`config.mk`:
```
export PLATFORM = sky130hd
export DESIGN_NAME = hazard_ctrl_unit_flat
export DESIGN_NICKNAME = d
export VERILOG_FILES = /design/src/rtl/hazard_ctrl_unit_if.sv /design/src/rtl/hazard_ctrl_unit.sv /design/src/flat_wrapper.sv
export SDC_FILE = /design/constraint.sdc
export NUM_CORES = 1
export LEC_CHECK = 0
export CAP_MARGIN = 25
export CORE_UTILIZATION = 42
export CTS_CLUSTER_SIZE = 30
export DETAILED_ROUTE_END_ITERATION = 10
export GPL_TIMING_DRIVEN = 0
export PLACE_DENSITY_LB_ADDON = 0.12
export SYNTH_ARGS = -nofsm -noshare
export SYNTH_HDL_FRONTEND = slang
export SYNTH_SLANG_ARGS = --single-unit
```
`constraint.sdc`:
```
create_clock -name clk -period 5.2 [get_ports clk]
set_input_delay 1.04 -clock clk [delete_from_list [all_inputs] [get_ports clk]]
set_output_delay 1.04 -clock clk [all_outputs]
set_load 0.005 [all_outputs]
```
`src/rtl/hazard_ctrl_unit_if.sv`:
```
// Instruction-class package and the hazard-unit pipeline interface.
// master = pipeline side (drives stage info), slave = hazard unit.
package rv32i_pkg;
  typedef enum logic [2:0] {
    R_TYPE, I_TYPE_ALU, I_TYPE_LOAD, I_TYPE_JALR, S_TYPE, B_TYPE, U_TYPE, J_TYPE
  } instr_type_t;
endpackage

interface hazard_ctrl_unit_if #(
  parameter int REG_WIDTH = 5,
  parameter int CNT_WIDTH = 16
);
  rv32i_pkg::instr_type_t instr_typeE;
  logic [REG_WIDTH-1:0]   rs1D, rs2D, rs1E, rs2E, rdE, rdM, rdW;
  logic                   regwriteM, regwriteW;
  logic                   PCSrcE, mdu_startE, mdu_done;
  logic                   stallF, stallD, stallE;
  logic                   flushD, flushE, flushM;
  logic [1:0]             forwardAE, forwardBE;
  logic [CNT_WIDTH-1:0]   stall_cnt;

  modport master (
    output instr_typeE, rs1D, rs2D, rs1E, rs2E, rdE, rdM, rdW,
           regwriteM, regwriteW, PCSrcE, mdu_startE, mdu_done,
    input  stallF, stallD, stallE, flushD, flushE, flushM,
           forwardAE, forwardBE, stall_cnt
  );

  modport slave (
    input  instr_typeE, rs1D, rs2D, rs1E, rs2E, rdE, rdM, rdW,
           regwriteM, regwriteW, PCSrcE, mdu_startE, mdu_done,
    output stallF, stallD, stallE, flushD, flushE, flushM,
           forwardAE, forwardBE, stall_cnt
  );
endinterface

```
`src/rtl/hazard_ctrl_unit.sv`:
```
// Pipeline hazard control: operand forwarding, load-use and mul/div stalls,
// branch flushes, and a saturating stall-cycle counter.
module hazard_ctrl_unit #(
  parameter int REG_WIDTH    = 5,
  parameter int LOAD_LATENCY = 1,
  parameter int CNT_WIDTH    = 16
) (
  input logic              clk,
  input logic              rst,
  hazard_ctrl_unit_if.slave hz
);
  localparam logic [1:0] RUN        = 2'd0;
  localparam logic [1:0] LOAD_STALL = 2'd1;
  localparam logic [1:0] MDU_WAIT   = 2'd2;

  logic [1:0]           state, stateNext;
  logic [1:0]           latCnt, latCntNext;
  logic [CNT_WIDTH-1:0] stallCnt;
  logic                 loadUse;
  logic                 sF, sD, sE, fD, fE, fM;
  logic [1:0]           fwdA, fwdB;

  // Memory stage is younger than Writeback, so it wins when both match.
  function automatic logic [1:0] fwdSel(
    input logic [REG_WIDTH-1:0] rs,
    input logic [REG_WIDTH-1:0] rdMem,
    input logic                 wrMem,
    input logic [REG_WIDTH-1:0] rdWb,
    input logic                 wrWb
  );
    if (wrMem && rdMem != '0 && rdMem == rs)     return 2'b10;
    else if (wrWb && rdWb != '0 && rdWb == rs)   return 2'b01;
    else                                         return 2'b00;
  endfunction

  always_comb begin
    fwdA = fwdSel(hz.rs1E, hz.rdM, hz.regwriteM, hz.rdW, hz.regwriteW);
    fwdB = fwdSel(hz.rs2E, hz.rdM, hz.regwriteM, hz.rdW, hz.regwriteW);
  end

  assign loadUse = (hz.instr_typeE == rv32i_pkg::I_TYPE_LOAD) && (hz.rdE != '0) &&
                   ((hz.rdE == hz.rs1D) || (hz.rdE == hz.rs2D));

  always_comb begin
    stateNext  = state;
    latCntNext = latCnt;
    sF = 1'b0; sD = 1'b0; sE = 1'b0;
    fD = 1'b0; fE = 1'b0; fM = 1'b0;
    case (state)
      RUN: begin
        if (hz.PCSrcE) begin
          fD = 1'b1;
          fE = 1'b1;
        end else if (loadUse) begin
          sF = 1'b1; sD = 1'b1; fE = 1'b1;
          if (LOAD_LATENCY > 1) begin
            stateNext  = LOAD_STALL;
            latCntNext = 2'(LOAD_LATENCY - 1);
          end
        end else if (hz.mdu_startE && !hz.mdu_done) begin
          sF = 1'b1; sD = 1'b1; sE = 1'b1; fM = 1'b1;
          stateNext = MDU_WAIT;
        end
      end
      LOAD_STALL: begin
        sF = 1'b1; sD = 1'b1; fE = 1'b1;
        latCntNext = latCnt - 2'd1;
        if (latCnt <= 2'd1) begin
          stateNext  = RUN;
          latCntNext = 2'd0;
        end
      end
      MDU_WAIT: begin
        if (hz.mdu_done) begin
          stateNext = RUN;
        end else begin
          sF = 1'b1; sD = 1'b1; sE = 1'b1; fM = 1'b1;
        end
      end
      default: stateNext = RUN;
    endcase
  end

  always_ff @(posedge clk or posedge rst) begin
    if (rst) begin
      state    <= RUN;
      latCnt   <= 2'd0;
      stallCnt <= '0;
    end else begin
      state  <= stateNext;
      latCnt <= latCntNext;
      if (sF && stallCnt != '1) stallCnt <= stallCnt + 1'b1;
    end
  end

  // Reset gates the outputs directly so an in-flight stall drops without a clock.
  assign hz.stallF    = sF & ~rst;
  assign hz.stallD    = sD & ~rst;
  assign hz.stallE    = sE & ~rst;
  assign hz.flushD    = fD & ~rst;
  assign hz.flushE    = fE & ~rst;
  assign hz.flushM    = fM & ~rst;
  assign hz.forwardAE = rst ? 2'b00 : fwdA;
  assign hz.forwardBE = rst ? 2'b00 : fwdB;
  assign hz.stall_cnt = stallCnt;
endmodule

```
`src/flat_wrapper.sv`:
```
// flat-port wrapper written by rule: the top's interface ports become plain ports
module hazard_ctrl_unit_flat 
#(
  parameter int REG_WIDTH    = 5,
  parameter int LOAD_LATENCY = 1,
  parameter int CNT_WIDTH    = 16
)
  (clk, rst, hz_instr_typeE, hz_rs1D, hz_rs2D, hz_rs1E, hz_rs2E, hz_rdE, hz_rdM, hz_rdW, hz_regwriteM, hz_regwriteW, hz_PCSrcE, hz_mdu_startE, hz_mdu_done, hz_stallF, hz_stallD, hz_stallE, hz_flushD, hz_flushE, hz_flushM, hz_forwardAE, hz_forwardBE, hz_stall_cnt);
  hazard_ctrl_unit_if #(.REG_WIDTH(REG_WIDTH), .CNT_WIDTH(CNT_WIDTH)) hz_i ();
  input logic clk;
  input logic rst;
  input wire logic [$bits(hz_i.instr_typeE)-1:0] hz_instr_typeE;
  input wire logic [$bits(hz_i.rs1D)-1:0] hz_rs1D;
  input wire logic [$bits(hz_i.rs2D)-1:0] hz_rs2D;
  input wire logic [$bits(hz_i.rs1E)-1:0] hz_rs1E;
  input wire logic [$bits(hz_i.rs2E)-1:0] hz_rs2E;
  input wire logic [$bits(hz_i.rdE)-1:0] hz_rdE;
  input wire logic [$bits(hz_i.rdM)-1:0] hz_rdM;
  input wire logic [$bits(hz_i.rdW)-1:0] hz_rdW;
  input wire logic [$bits(hz_i.regwriteM)-1:0] hz_regwriteM;
  input wire logic [$bits(hz_i.regwriteW)-1:0] hz_regwriteW;
  input wire logic [$bits(hz_i.PCSrcE)-1:0] hz_PCSrcE;
  input wire logic [$bits(hz_i.mdu_startE)-1:0] hz_mdu_startE;
  input wire logic [$bits(hz_i.mdu_done)-1:0] hz_mdu_done;
  output wire logic [$bits(hz_i.stallF)-1:0] hz_stallF;
  output wire logic [$bits(hz_i.stallD)-1:0] hz_stallD;
  output wire logic [$bits(hz_i.stallE)-1:0] hz_stallE;
  output wire logic [$bits(hz_i.flushD)-1:0] hz_flushD;
  output wire logic [$bits(hz_i.flushE)-1:0] hz_flushE;
  output wire logic [$bits(hz_i.flushM)-1:0] hz_flushM;
  output wire logic [$bits(hz_i.forwardAE)-1:0] hz_forwardAE;
  output wire logic [$bits(hz_i.forwardBE)-1:0] hz_forwardBE;
  output wire logic [$bits(hz_i.stall_cnt)-1:0] hz_stall_cnt;
  assign hz_i.instr_typeE = hz_instr_typeE;
  assign hz_i.rs1D = hz_rs1D;
  assign hz_i.rs2D = hz_rs2D;
  assign hz_i.rs1E = hz_rs1E;
  assign hz_i.rs2E = hz_rs2E;
  assign hz_i.rdE = hz_rdE;
  assign hz_i.rdM = hz_rdM;
  assign hz_i.rdW = hz_rdW;
  assign hz_i.regwriteM = hz_regwriteM;
  assign hz_i.regwriteW = hz_regwriteW;
  assign hz_i.PCSrcE = hz_PCSrcE;
  assign hz_i.mdu_startE = hz_mdu_startE;
  assign hz_i.mdu_done = hz_mdu_done;
  assign hz_stallF = hz_i.stallF;
  assign hz_stallD = hz_i.stallD;
  assign hz_stallE = hz_i.stallE;
  assign hz_flushD = hz_i.flushD;
  assign hz_flushE = hz_i.flushE;
  assign hz_flushM = hz_i.flushM;
  assign hz_forwardAE = hz_i.forwardAE;
  assign hz_forwardBE = hz_i.forwardBE;
  assign hz_stall_cnt = hz_i.stall_cnt;
  hazard_ctrl_unit #(.REG_WIDTH(REG_WIDTH), .LOAD_LATENCY(LOAD_LATENCY), .CNT_WIDTH(CNT_WIDTH)) u_core (.clk(clk), .rst(rst), .hz(hz_i));
endmodule
```
==> Word level (Yosys, flattened, before mapping) <==
Cells that the tools add are included.
{ "totals": {"register_bits": 20, "word_cells": 69} }
{ "op_classes": {"addsub": 2, "magnitude_cmp": 1, "n_eq_ne": 15, "mux": 26, "bitwise": 5, "n_reduce_logical": 17} }
{ "ops": {"columns": ["cell", "count"], "rows": [
  ["$eq 5x5->1", 6],
  ["$mux 2", 10],
  ["$add 16x1->16 const B", 1],
  ["$ne 16x16->1 const B", 1],
  ["$reduce_bool 5->1", 3],
  ["$mux 1", 12],
  ["$logic_and 1x1->1", 10],
  ["$ne 2x2->1 const B", 3],
  ["$pmux 2 s3", 1],
  ["$reduce_and 5->1", 1],
  ["$and 1x1->1", 4],
  ["$ne 2x1->1 const B", 2],
  ["$pmux 1 s2", 2],
  ["$eq 3x2->1 const B", 1],
  ["$pmux 1 s3", 1],
  ["$eq 2x1->1 const B", 1],
  ["$eq 2x2->1 const B", 1],
  ["$le 2x1->1 const B", 1],
  ["$logic_not 2->1", 1],
  ["$sub 2x1->2 const B", 1],
  ["$logic_not 1->1", 1],
  ["$logic_or 1x1->1", 1],
  ["$not 1->1", 1]
]} }

==> Depth between registers and ports, before layout <==
{ "depth": {"word_depth": 7, "depth_mapped": 7} }

==> Worst setup path after synthesis <==
No wires, ideal clock.
{ "synth_path": {"path_type": "input port to output port", "from": "input port hz_rdE[0]", "to": "output port hz_stallE", "t_arrival_ns": 2.377, "t_required_ns": 4.160, "slack_ns": 1.783, "stages": 6, "n_path_buf": 1, "cell_sequence": "or4_1 -> o211ai_2 -> nand2b_1 -> a21oi_1 -> nor3_1 -> buf_4"} }
{ "synth_between": {"elab_chain_len": 7, "word_cells_on_any_way": 10} }
{ "synth_rtl": {"columns": ["element", "line_no", "source"], "rows": [
  ["start: declaration", "flat_wrapper.sv:17", "input wire logic [$bits(hz_i.rdE)-1:0] hz_rdE;"],
  ["$eq 5x5->1 / $reduce_bool 5->1 (equally long branches)", "hazard_ctrl_unit.sv:42, hazard_ctrl_unit.sv:41", null],
  ["$logic_or 1x1->1 / $logic_and 1x1->1 (equally long branches)", "hazard_ctrl_unit.sv:42, hazard_ctrl_unit.sv:41", null],
  ["$logic_and 1x1->1 *", "hazard_ctrl_unit.sv:41", "assign loadUse = (hz.instr_typeE == rv32i_pkg::I_TYPE_LOAD) && (hz.rdE != '0) &&"],
  ["$mux 1 * (2 in series)", null, null],
  ["$pmux 1 s2 *", null, null],
  ["$and 1x1->1 *", null, null],
  ["end: declaration", "flat_wrapper.sv:27", "output wire logic [$bits(hz_i.stallE)-1:0] hz_stallE;"]
]} }
Every way passes the cells marked *; elsewhere a longest branch is shown, timed or not.

==> Worst setup path in the final report <==
{ "layout_path": {"from": "input port rst", "to": "output port hz_forwardBE[0]"} }
{ "layout_between": {"elab_chain_len": 1} }
{ "layout_rtl": {"columns": ["element", "line_no", "source"], "rows": [
  ["start: declaration", "flat_wrapper.sv:11", "input logic rst;"],
  ["$mux 2", "hazard_ctrl_unit.sv:104", "assign hz.forwardBE = rst ? 2'b00 : fwdB;"],
  ["end: declaration", "flat_wrapper.sv:32", "output wire logic [$bits(hz_i.forwardBE)-1:0] hz_forwardBE;"]
]} }
No other way between the ends.

==> out/qor.log <==
INFO  routing        detailedRoute.firstPassIterationCount=4
INFO  worst_setup_path critPathLaunchType=input pin
INFO  floorplan      design.portCount=71
INFO  timing         rsz_0062_raised_after_global_routing=no
INFO  worst_setup_path crit_slowest_cell=sky130_fd_sc_hd__inv_1
INFO  clock_network  postCtsSetupBuffers=0
INFO  clock_network  clkSlewWorstSetupHoldPaths=0.09ns
INFO  clock_network  cts_made_buffers=3
INFO  timing         finalClockSkew=0.00267ns
INFO  power_and_ir_drop power-per-cell-area=187nW/um^2
INFO  timing         finalWorstPathRequiredPeriod=4.74ns
INFO  routing        ant_nets=0
INFO  status         outcome=finished clean
INFO  floorplan      coreArea=3050squm
INFO  logic_synthesis yosysTopAreaCellShare=31.6%
INFO  timing         finalHoldViolCount=0
INFO  layout         drive_gt1_share=5.94%
INFO  logic_synthesis synth-main-ff-cell=sky130_fd_sc_hd__dfrtp_1
INFO  worst_setup_path path_delay_family=buffers and inverters
INFO  placed_design  hpwl=3140microns
INFO  layout         syn_to_final_growth=58.1%
INFO  placed_design  place.port_buffers=70
INFO  timing         finalSetupViolations=0
INFO  timing         setup_ws=0.457ns
INFO  floorplan      die_w=58.6microns
INFO  logic_synthesis synth_sequential_area_ratio=31.6%
INFO  layout         antenna-diode-count=0
INFO  worst_setup_path worstReg2RegStart=u_core.hz.stall_cnt[6]$_DFFE_PP0P_
INFO  routing        post-route-drc-count=0
INFO  worst_setup_path r2r.worst_path.cells=6
INFO  routing        route.final.wire_length=3840microns
INFO  worst_setup_path cpMostUsedCell=sky130_fd_sc_hd__clkdlybuf4s50_1
INFO  worst_setup_path ff2ff_setup_slack=3.18ns
INFO  clock_network  insertion_delay=0.29ns
INFO  clock_network  htree_levels=1
INFO  run            max_cap_viol_count=0
INFO  min_path       timing.hold.worst.start=u_core.hz.stall_cnt[11]$_DFFE_PP0P_
INFO  worst_setup_path critical_path.endpoint_type=output pin
INFO  worst_setup_path worst_path_fanout_max=19
INFO  logic_synthesis synth_common_cells=sky130_fd_sc_hd__xor2_1, sky130_fd_sc_hd__xnor2_1, sky130_fd_sc_hd__dfrtp_1
INFO  clock_network  clkSinkCount=17
INFO  logic_synthesis ys_warn_count=0
INFO  floorplan      die_height=58.6microns
INFO  logic_synthesis synth-edff-count=0
INFO  min_path       hold-path-endpoint=u_core.hz.stall_cnt[11]$_DFFE_PP0P_
INFO  floorplan      starting_utilization_of_the_core_area=44.1%
INFO  placed_design  globalplace.congestion=0.784
INFO  timing         slew-limit-headroom=52.4%
INFO  clock_network  clock_tree_from_tritoncts=yes
INFO  floorplan      die_area=3430squm
INFO  worst_setup_path cp.arrival=3.70ns
INFO  logic_synthesis synth.distinct_cells=33
INFO  logic_synthesis async_reset_ff_share=100%
INFO  timing         whs=0.502ns
INFO  clock_network  clock_tree.root_cell=sky130_fd_sc_hd__clkbuf_4
INFO  grt            first_global_vias=1353
INFO  timing         final_max_slew_viol_count=0
INFO  power_and_ir_drop cellLeakagePower=0.000858uW
INFO  min_path       hold_path_depth=1
INFO  worst_setup_path crit_path_max_incr_delay=0.57ns
INFO  layout         design.final.nets=266
INFO  worst_setup_path critPathRequiredTime=4.16ns
INFO  timing         timing_worst_slew_pin_value=0.713ns
INFO  worst_setup_path critical_path_buf_inv_count=3
INFO  routing        avgViaCountPerCell=5.24
INFO  logic_synthesis mappedNetlistArea=1350squm
INFO  logic_synthesis synthTopCellsByArea=sky130_fd_sc_hd__dfrtp_1, sky130_fd_sc_hd__xor2_1, sky130_fd_sc_hd__xnor2_1
INFO  grt            number_of_antenna_violations_at_the_first_check_in_global_routing=0
INFO  clock_network  ctsLongestPathBuffers=2
INFO  grt            track_usage=23.9%
INFO  clock_network  cts-resized-gates=0
INFO  routing        detailroute.via_count=1378
INFO  power_and_ir_drop worst_ir_drop_vdd=0.146mV
INFO  logic_synthesis syn-num-nets=191
INFO  grt            grt_pass1_wl=6320microns
INFO  floorplan      rows=20
INFO  timing         fin_setup_tns=0ns
INFO  layout         utilization=69.7%
INFO  logic_synthesis synth_seq_cells=17
INFO  logic_synthesis synth_area_leader_cell=sky130_fd_sc_hd__dfrtp_1
INFO  logic_synthesis most_common_cell_in_the_netlist=sky130_fd_sc_hd__xor2_1
INFO  grt            gr-total-overflow=0
INFO  worst_setup_path cp_cell_sequence=clkdlybuf4s50_1 -> inv_1 -> o211ai_1 -> or4_1 -> nor4_1 -> clkdlybuf4s50_1
INFO  logic_synthesis synthesis.area_per_instance=9.28squm
INFO  placed_design  place_ws=0.427ns
INFO  routing        drt_iter0_markers=67
INFO  logic_synthesis cell_count_after_synthesis=145
INFO  min_path       hold_path.class=flip-flop to flip-flop
INFO  grt            grt_max_degree=20
INFO  worst_setup_path r2r_end=u_core.hz.stall_cnt[1]$_DFFE_PP0P_
INFO  clock_network  hold_bufs_at_cts=0
INFO  timing         final.period_utilization=91.2%
INFO  timing         max_freq=0.211GHz
INFO  routing        drt-wirelength-per-cell=14.6microns
INFO  power_and_ir_drop power.total=397uW
INFO  worst_setup_path timing_worst_setup_path_type=input pin to output pin
[power by group]
group	switching, uW	internal [uW]	total [uW]
clock network	41.6	29.9	71.4
logic	60.2	97.9	158
registers	19.8	148	168
[cell usage in the layout, fill, tap and decap left out, types with 5 or more instances in the layout]
master,Yosys,layout
sky130_fd_sc_hd__nor4_1,5,5
sky130_fd_sc_hd__nand3_1,8,8
sky130_fd_sc_hd__xnor2_1,20,20
sky130_fd_sc_hd__xor2_1,24,24
sky130_fd_sc_hd__or4_1,5,5
sky130_fd_sc_hd__nor3_1,10,10
sky130_fd_sc_hd__nand4_1,5,5
sky130_fd_sc_hd__nand2_1,10,10
sky130_fd_sc_hd__clkdlybuf4s50_1,0,70
sky130_fd_sc_hd__dfrtp_1,17,17
sky130_fd_sc_hd__nor2_1,7,7
[layer usage]
layer | up-vias | part of all wire, % | track usage (%)
met4 | 0 | 1.0 | 6.12
met1 | 656 | 44 | 30.2
li1 | 664 | - | -
met2 | 51 | 49 | 40.9
met5 | - | 0 | 0
met3 | 7 | 6.1 | 5.93
[flip-flops by register name, indices dropped and copies added (netlist names)]
register,count
u_core.hz.stall_cnt,16
u_core.state,1
[metrics by stage]
stage	instance area, sq um	instances
after floorplan	1350	145
after global placement	2100	259
after detailed placement	2100	259
after CTS	2130	263
after global routing	2130	263
final	2130	263
[area by class of cell]
type / count / area [sq um]
Buffer: 3 / 20.0
Clock buffer: 4 / 26.3
Multi-Input combinational cell: 123 / 892
Fill cell: 257 / 926
Timing Repair Buffer: 70 / 701
Inverter: 2 / 7.51
Sequential cell: 17 / 425
Tap cell: 44 / 55.1
[kinds of logic after synthesis]
logic type,after synthesis,share of synthesized area (%)
XOR/XNOR,44,28.7
buffers and inverters,5,2.05
AO/OA/AOI/OAI,9,6.42
multiplexers,1,1.12
flip-flops,17,31.6
AND/OR/NAND/NOR,68,29.2
adder cells (fa/ha/maj),1,0.930
[how the worst max path moves through the flow]
stage                     startpoint         endpoint  slack (ns)  cells past startpoint
after detailed placement         rst  hz_forwardBE[0]        0.43                      6
after global routing             rst  hz_forwardAE[0]        0.21                      6
after floorplan            hz_rdE[0]        hz_stallE        1.78                      6
after CTS                        rst  hz_forwardBE[0]        0.43                      6
final                            rst  hz_forwardBE[0]        0.46                      6
after global placement           rst  hz_forwardBE[0]        0.50                      6
No activity file was read; power rests on OpenSTA's default activity.
==> patch 1: new RTL, config.mk and constraints unchanged <==
`REG_WIDTH` is set to 5 in 3 places; all go to 10.
--- a/src/rtl/hazard_ctrl_unit_if.sv
+++ b/src/rtl/hazard_ctrl_unit_if.sv
@@ -8,5 +8,5 @@
 
 interface hazard_ctrl_unit_if #(
-  parameter int REG_WIDTH = 5,
+  parameter int REG_WIDTH = 10,
   parameter int CNT_WIDTH = 16
 );
--- a/src/rtl/hazard_ctrl_unit.sv
+++ b/src/rtl/hazard_ctrl_unit.sv
@@ -2,5 +2,5 @@
 // branch flushes, and a saturating stall-cycle counter.
 module hazard_ctrl_unit #(
-  parameter int REG_WIDTH    = 5,
+  parameter int REG_WIDTH    = 10,
   parameter int LOAD_LATENCY = 1,
   parameter int CNT_WIDTH    = 16
--- a/src/flat_wrapper.sv
+++ b/src/flat_wrapper.sv
@@ -2,5 +2,5 @@
 module hazard_ctrl_unit_flat 
 #(
-  parameter int REG_WIDTH    = 5,
+  parameter int REG_WIDTH    = 10,
   parameter int LOAD_LATENCY = 1,
   parameter int CNT_WIDTH    = 16
Interface: changed (7 resized); port bits go from 71 to 106. No check against the original RTL was run, so the function may have changed too.
==> patch 1 against the original RTL <==
Area after synthesis grew 22%. Critical path type unchanged. Count of clock-buffer cells in the layout did not move. Largest cell class unchanged. Wire length rose by 28%. Sequential cell count unchanged. Design area grew 32%. Setup slack improved by 0.18 ns. Sequential power up 14%. Power grew 32%.
==> patch 1: results (changes against the original RTL) <==
[logic_synthesis] most common library cells after synthesis sky130_fd_sc_hd__xor2_1, sky130_fd_sc_hd__xnor2_1, sky130_fd_sc_hd__dfrtp_1
[cts] insertion delay to the later sink of the worst-skew pair 0.25 ns [-0.04 ns]
[layout] fin nets 379 [+42%]
[routing] final routed wirelength across all metal layers 4.921 mm [+28%]
[routing] number of DRC markers in iteration 0 127 [+90%]
[layout] Largest register FFs 16 [unchanged]
[sta] worst slew margin relative to its limit 53.71% [+1.3 points]
[logic_synthesis] share of async-settable or async-resettable flops after synthesis 100.0% [unchanged]
[pwr] VDD IR-drop max 284.1 uV [+95%]
[placement] gpl congestion 0.8442 [+7.6%]
[grt] wire length of the first global-routing pass 7.893 mm [+25%]
[grt] GRT Resource Usage Total 24.30% [+0.39 points]
[cts] Root Buffer sky130_fd_sc_hd__clkbuf_8
[placement] Port Buffers 105 [+50%]
[logic_synthesis] prevailing post-synth register cell sky130_fd_sc_hd__dfrtp_1
[routing] wire length per cell after detailed routing 14.26 um [-2.3%]
[pwr] leakage power summed over all cells 1.104 nW [+29%]
[logic_synthesis] part of the Yosys area used for sequential elements 25.84% [-5.8 points]
[outcome] status completed
[logic_synthesis] top area cells in the synthesized netlist sky130_fd_sc_hd__dfrtp_1, sky130_fd_sc_hd__xor2_1, sky130_fd_sc_hd__xnor2_1
[cts] Clock Path Buffers 2 [unchanged]
[logic_synthesis] Synth cell types 28 [-15%]
[cts] clock slew at reported path FFs 0.06 ns [-0.03 ns]
[placement] Cells after DPL 341 [+32%]
[worst_setup_path] crit path max fanout 4 [-15]
[worst_setup_path] arrival time reported for the critical path endpoint 3.53 ns [-0.17 ns]
[logic_synthesis] Yosys warning total 0 [unchanged]
[grt] antenna violations before repair 0 [unchanged]
[routing] via count 1788 [+30%]
[routing] router iterations before antenna repair 5 [+1]
[logic_synthesis] Mapped Cells 188 [+30%]
[placement] half-perimeter wire length after detailed placement 4.177 mm [+33%]
[logic_synthesis] post-synth net total 269 [+41%]
[layout] fraction of layout instances using a drive strength above 1 5.051% [-0.89 points]
[sta] clock skew after layout 0.005456 ns [+0.002783 ns]
==> patch 1: cell types whose count changed after synthesis, sizes merged, moves of 4 or more <==
cell	delta
nand3	+5
xor2	+20
nand2	-6
xnor2	+10
nor2	+9
nor4	+10
or4	-5
nand4	+4
==> patch 1: critical path: stages <==
cell                              delay, ns
sky130_fd_sc_hd__clkdlybuf4s50_1       0.49
sky130_fd_sc_hd__xor2_1                0.19
sky130_fd_sc_hd__nor4_1                0.37
sky130_fd_sc_hd__nand4_1               0.18
sky130_fd_sc_hd__a21oi_2               0.27
sky130_fd_sc_hd__nor2_2                0.07
sky130_fd_sc_hd__nor3_1                0.27
sky130_fd_sc_hd__buf_4                 0.16
sky130_fd_sc_hd__clkdlybuf4s50_1       0.48
==> patch 1: per-layer routing <==
layer | up-vias | track usage [%] | wire length [um]
li1 | 873 | - | -
met1 | 831 | 27.43 | 1964
met2 | 79 | 45.92 | 2515
met3 | 5 | 6.514 | 413
met4 | 0 | 3.611 | 27
met5 | - | 0 | 0
==> patch 1: layout make-up <==
class,count,area [um2]
Buffer,3,26.28
Clock buffer,4,45.04
Fill cell,289,913.4
Inverter,4,15.01
Multi-Input combinational cell,164,1180
Sequential cell,17,425.4
Tap cell,48,60.06
Timing Repair Buffer,105,1051
==> patch 1: stage by stage <==
| stage | setup WS, ns | area [um2] | total power [W] |
|---|---|---|---|
| 2_1_floorplan | 1.824 | 1647 | 0.0002776 |
| 3_5_place_dp | 0.6402 | 2758 | 0.0004289 |
| 5_1_grt | 0.5142 | 2803 | 0.0005553 |
| 6_report | 0.6347 | 2803 | 0.0005244 |
| 4_1_cts | 0.6308 | 2803 | 0.0005288 |
| 3_3_place_gp | 0.6799 | 2758 | 0.0004234 |
==> patch 1: final timing paths <==
kind / from / endpoint / slack, ns / cells past startpoint
worst max-delay path: hz_rdE[7] / hz_stallF / 0.63 / 9
worst min register to register: u_core.hz.stall_cnt[8] / u_core.hz.stall_cnt[8] / 0.50 / 1
worst max register to register: u_core.hz.stall_cnt[8] / u_core.hz.stall_cnt[4] / 3.28 / 8
max in group asynchronous: rst / u_core.hz.stall_cnt[3] / 3.40 / 2
worst min-delay path: u_core.hz.stall_cnt[8] / u_core.hz.stall_cnt[8] / 0.50 / 1
min in group asynchronous: rst / u_core.hz.stall_cnt[12] / 1.35 / 2
==> patch 1: cells by family (layout without fill, tap and decap cells) <==
kind of cell,Yosys count,count (layout),synth area share (%)
compound gates,6,6,2.660
simple gates,80,80,26.82
xor+xnor,74,74,39.36
mux,3,3,2.052
fa+ha+maj,1,1,0.7598
flops,17,17,25.84
buf+inv,7,116,2.507
==> patch 1: power by group <==
group | total (W) | internal [W] | switching (W)
logic | 0.000236 | 0.000151 | 0.0000853
registers | 0.000192 | 0.000158 | 0.0000340
clock network | 0.0000962 | 0.0000543 | 0.0000419
==> patch 2: new RTL, same settings <==
Made on the original files. Reset style: synchronous (`rst`), changed in one clocked block.
--- a/src/rtl/hazard_ctrl_unit.sv
+++ b/src/rtl/hazard_ctrl_unit.sv
@@ -82,5 +82,5 @@
   end
 
-  always_ff @(posedge clk or posedge rst) begin
+  always_ff @(posedge clk) begin
     if (rst) begin
       state    <= RUN;
Check against the original RTL: differs if rst is asserted again (counterexample within 4 cycles, from zero or initial values and one cycle with rst high); with rst held inactive, the same outputs for 10 cycles.
==> patch 2 against the original RTL <==
The run now ends with DRC left. Sequential cell count unchanged. Area after synthesis decreased by 2.3%. Highest routed layer unchanged. Utilization increased by 3.2 points. Power decreased by 25%. Design area decreased by 2.2%. Sequential power decreased by 21%. Wire length decreased by 7.1%. Setup slack improved by 0.19 ns.
==> patch 2: results (changes against the original RTL) <==
[worst_setup_path] Worst Reg-to-Reg Cells 9 [+3]
[routing] number of DRC markers in iteration 0 116 [+73%]
[worst_setup_path] worst reg2reg path endpoint u_core.hz.stall_cnt[1]
[worst_setup_path] stage delay of the slowest cell on the critical path 0.57 ns [about the same]
[pwr] NetSw 0.00008089 W [-33%]
[outcome] status complete, but fails checks
[pwr] leakage power summed over all cells 0.6763 nW [-21%]
[routing] wire length per cell after detailed routing 13.15 um [-9.9%]
[routing] routed vias/inst 5.605 [+7.0%]
[cts] number of buffers inserted during clock tree synthesis 3 [unchanged]
[grt] wire length of the first global-routing pass 6.072 mm [-3.9%]
[logic_synthesis] top area cells in the synthesized netlist sky130_fd_sc_hd__dfxtp_1, sky130_fd_sc_hd__xnor2_1, sky130_fd_sc_hd__xor2_1
[layout] number of filler cells placed in the layout 219 [-15%]
[routing] WL met3 227 um [-3.4%]
[logic_synthesis] most common library cells after synthesis sky130_fd_sc_hd__xnor2_1, sky130_fd_sc_hd__dfxtp_1, sky130_fd_sc_hd__a21oi_1
[routing] met1 wire length 1.525 mm [-8.7%]
[worst_setup_path] slowest cell on the critical path sky130_fd_sc_hd__clkdlybuf4s50_1
[placement] area of placed instances 2053 um2 [-2.3%]
[logic_synthesis] share of async-settable or async-resettable flops after synthesis 0% [-100 points]
[placement] half-perimeter wire length after detailed placement 2.931 mm [-6.8%]
[outcome] violated checks DRC
[pwr] VDD IR-drop max 79.48 uV [-46%]
[layout] fraction of layout instances using a drive strength above 1 7.917% [+2.0 points]
[logic_synthesis] prevailing post-synth register cell sky130_fd_sc_hd__dfxtp_1
[min_path] type of the tightest min-delay check register to register
[logic_synthesis] part of the Yosys area used for sequential elements 25.90% [-5.7 points]
[worst_setup_path] arrival time reported for the critical path endpoint 3.51 ns [-0.19 ns]
[routing] Residual DRC 1 [+1]
[min_path] startpoint of the most critical hold path u_core.hz.stall_cnt[15]
[grt] maximum number of pins on one net before global-route repair 11 [-45%]
[logic_synthesis] Synth cell types 34 [+3.0%]
[cts] clock slew at reported path FFs 0.10 ns
[worst_setup_path] crit path max fanout 4 [-15]
[sta] worst slew margin relative to its limit 66.67% [+14 points]
[placement] gpl congestion 0.7881 [+0.47%]
[sta] clock skew after layout 0.002883 ns [+0.0002102 ns]
[logic_synthesis] post-synth net total 212 [+11%]
[min_path] capture endpoint of the worst hold path u_core.hz.stall_cnt[15]
[routing] via count 1519 [+10%]
[placement] Port Buffers 70 [unchanged]
[worst_setup_path] r2r startpoint u_core.hz.stall_cnt[0]
[routing] routed wl met2 1.740 mm [-8.0%]
[grt] GRT Resource Usage Total 22.89% [-1.0 points]
[layout] fin nets 287 [+7.9%]
[cts] Clock Path Buffers 2 [unchanged]
[sta] worst-case hold slack 0.5188 ns [+0.01673 ns]
[placement] Cells after DPL 267 [+3.1%]
[min_path] worst hold path depth 2 [+1]
[logic_synthesis] Mapped Cells 166 [+14%]
[routing] router iterations before antenna repair 7 [+3]
[worst_setup_path] Register-to-Register Setup Slack 2.94 ns [-0.24 ns]
[patch 2: cell types whose count changed in the layout (fill, tap and decap cells not counted), moves of 7 or more]
cell / unedited run / this run
sky130_fd_sc_hd__nor3_1: 10 / 2
sky130_fd_sc_hd__or3_2: 0 / 7
sky130_fd_sc_hd__dfrtp_1: 17 / 0
sky130_fd_sc_hd__dfxtp_1: 0 / 17
sky130_fd_sc_hd__a21oi_1: 2 / 15
sky130_fd_sc_hd__xor2_1: 24 / 11
sky130_fd_sc_hd__o21ai_1: 0 / 7
[patch 2: layout make-up]
cell class | instances | area share (%)
buffer | 7 | 2.407
clock buffer | 4 | 1.264
inverter | 1 | 0.1805
multi-input combinational | 141 | 44.22
sequential | 17 | 16.37
tap | 31 | 1.865
timing repair buffer | 70 | 33.69
[patch 2: how the worst max path moves through the flow]
stage | from | cells after the start | to
6_report | hz_rdM[1] | 6 | hz_forwardBE[0]
5_1_grt | hz_rdM[1] | 6 | hz_forwardBE[0]
4_1_cts | hz_rdM[1] | 6 | hz_forwardBE[0]
3_5_place_dp | hz_rdM[1] | 6 | hz_forwardBE[0]
3_3_place_gp | hz_rdM[1] | 6 | hz_forwardBE[0]
2_1_floorplan | hz_rdE[0] | 6 | hz_stallE
[patch 2: cells by family after synthesis]
logic type	after synthesis	synth area share [%]
flip-flops	17	25.91
adder cells (fa/ha/maj)	1	0.9522
AND/OR/NAND/NOR	70	30.67
multiplexers	1	0.7619
buffers and inverters	8	4.094
XOR/XNOR	31	20.67
AO/OA/AOI/OAI	38	16.95
[patch 2: stage by stage]
stage,power (W),setup slack (ns),utilization [%]
floorplan,0.0001729,1.807,-
global placement,0.0002246,0.6936,71.97
detailed placement,0.0002274,0.6403,71.97
CTS,0.0002993,0.6197,72.89
global route,0.0003117,0.5253,72.89
finish,0.0002983,0.6489,72.89
[patch 2: layer usage]
layer	GRT usage (%)	vias up
met5	0	-
met3	2.232	7
met1	26.96	677
li1	-	760
met2	40.72	75
met4	12.24	0
[patch 2: power by group through the flow]
stage                     Combinational, W  Clock (W)  Sequential [W]
after global routing             0.0000993  0.0000795        0.000133
after CTS                        0.0000922  0.0000745        0.000133
after floorplan                  0.0000374          0        0.000135
final                            0.0000915  0.0000742        0.000133
after detailed placement         0.0000918          0        0.000136
after global placement           0.0000892          0        0.000135
[patch 2: worst max-delay path: cells and delay by family]
family                 cells  cell delay, ns
AND/OR/NAND/NOR            3            1.05
buffers and inverters      2            1.05
AO/OA/AOI/OAI              1            0.36
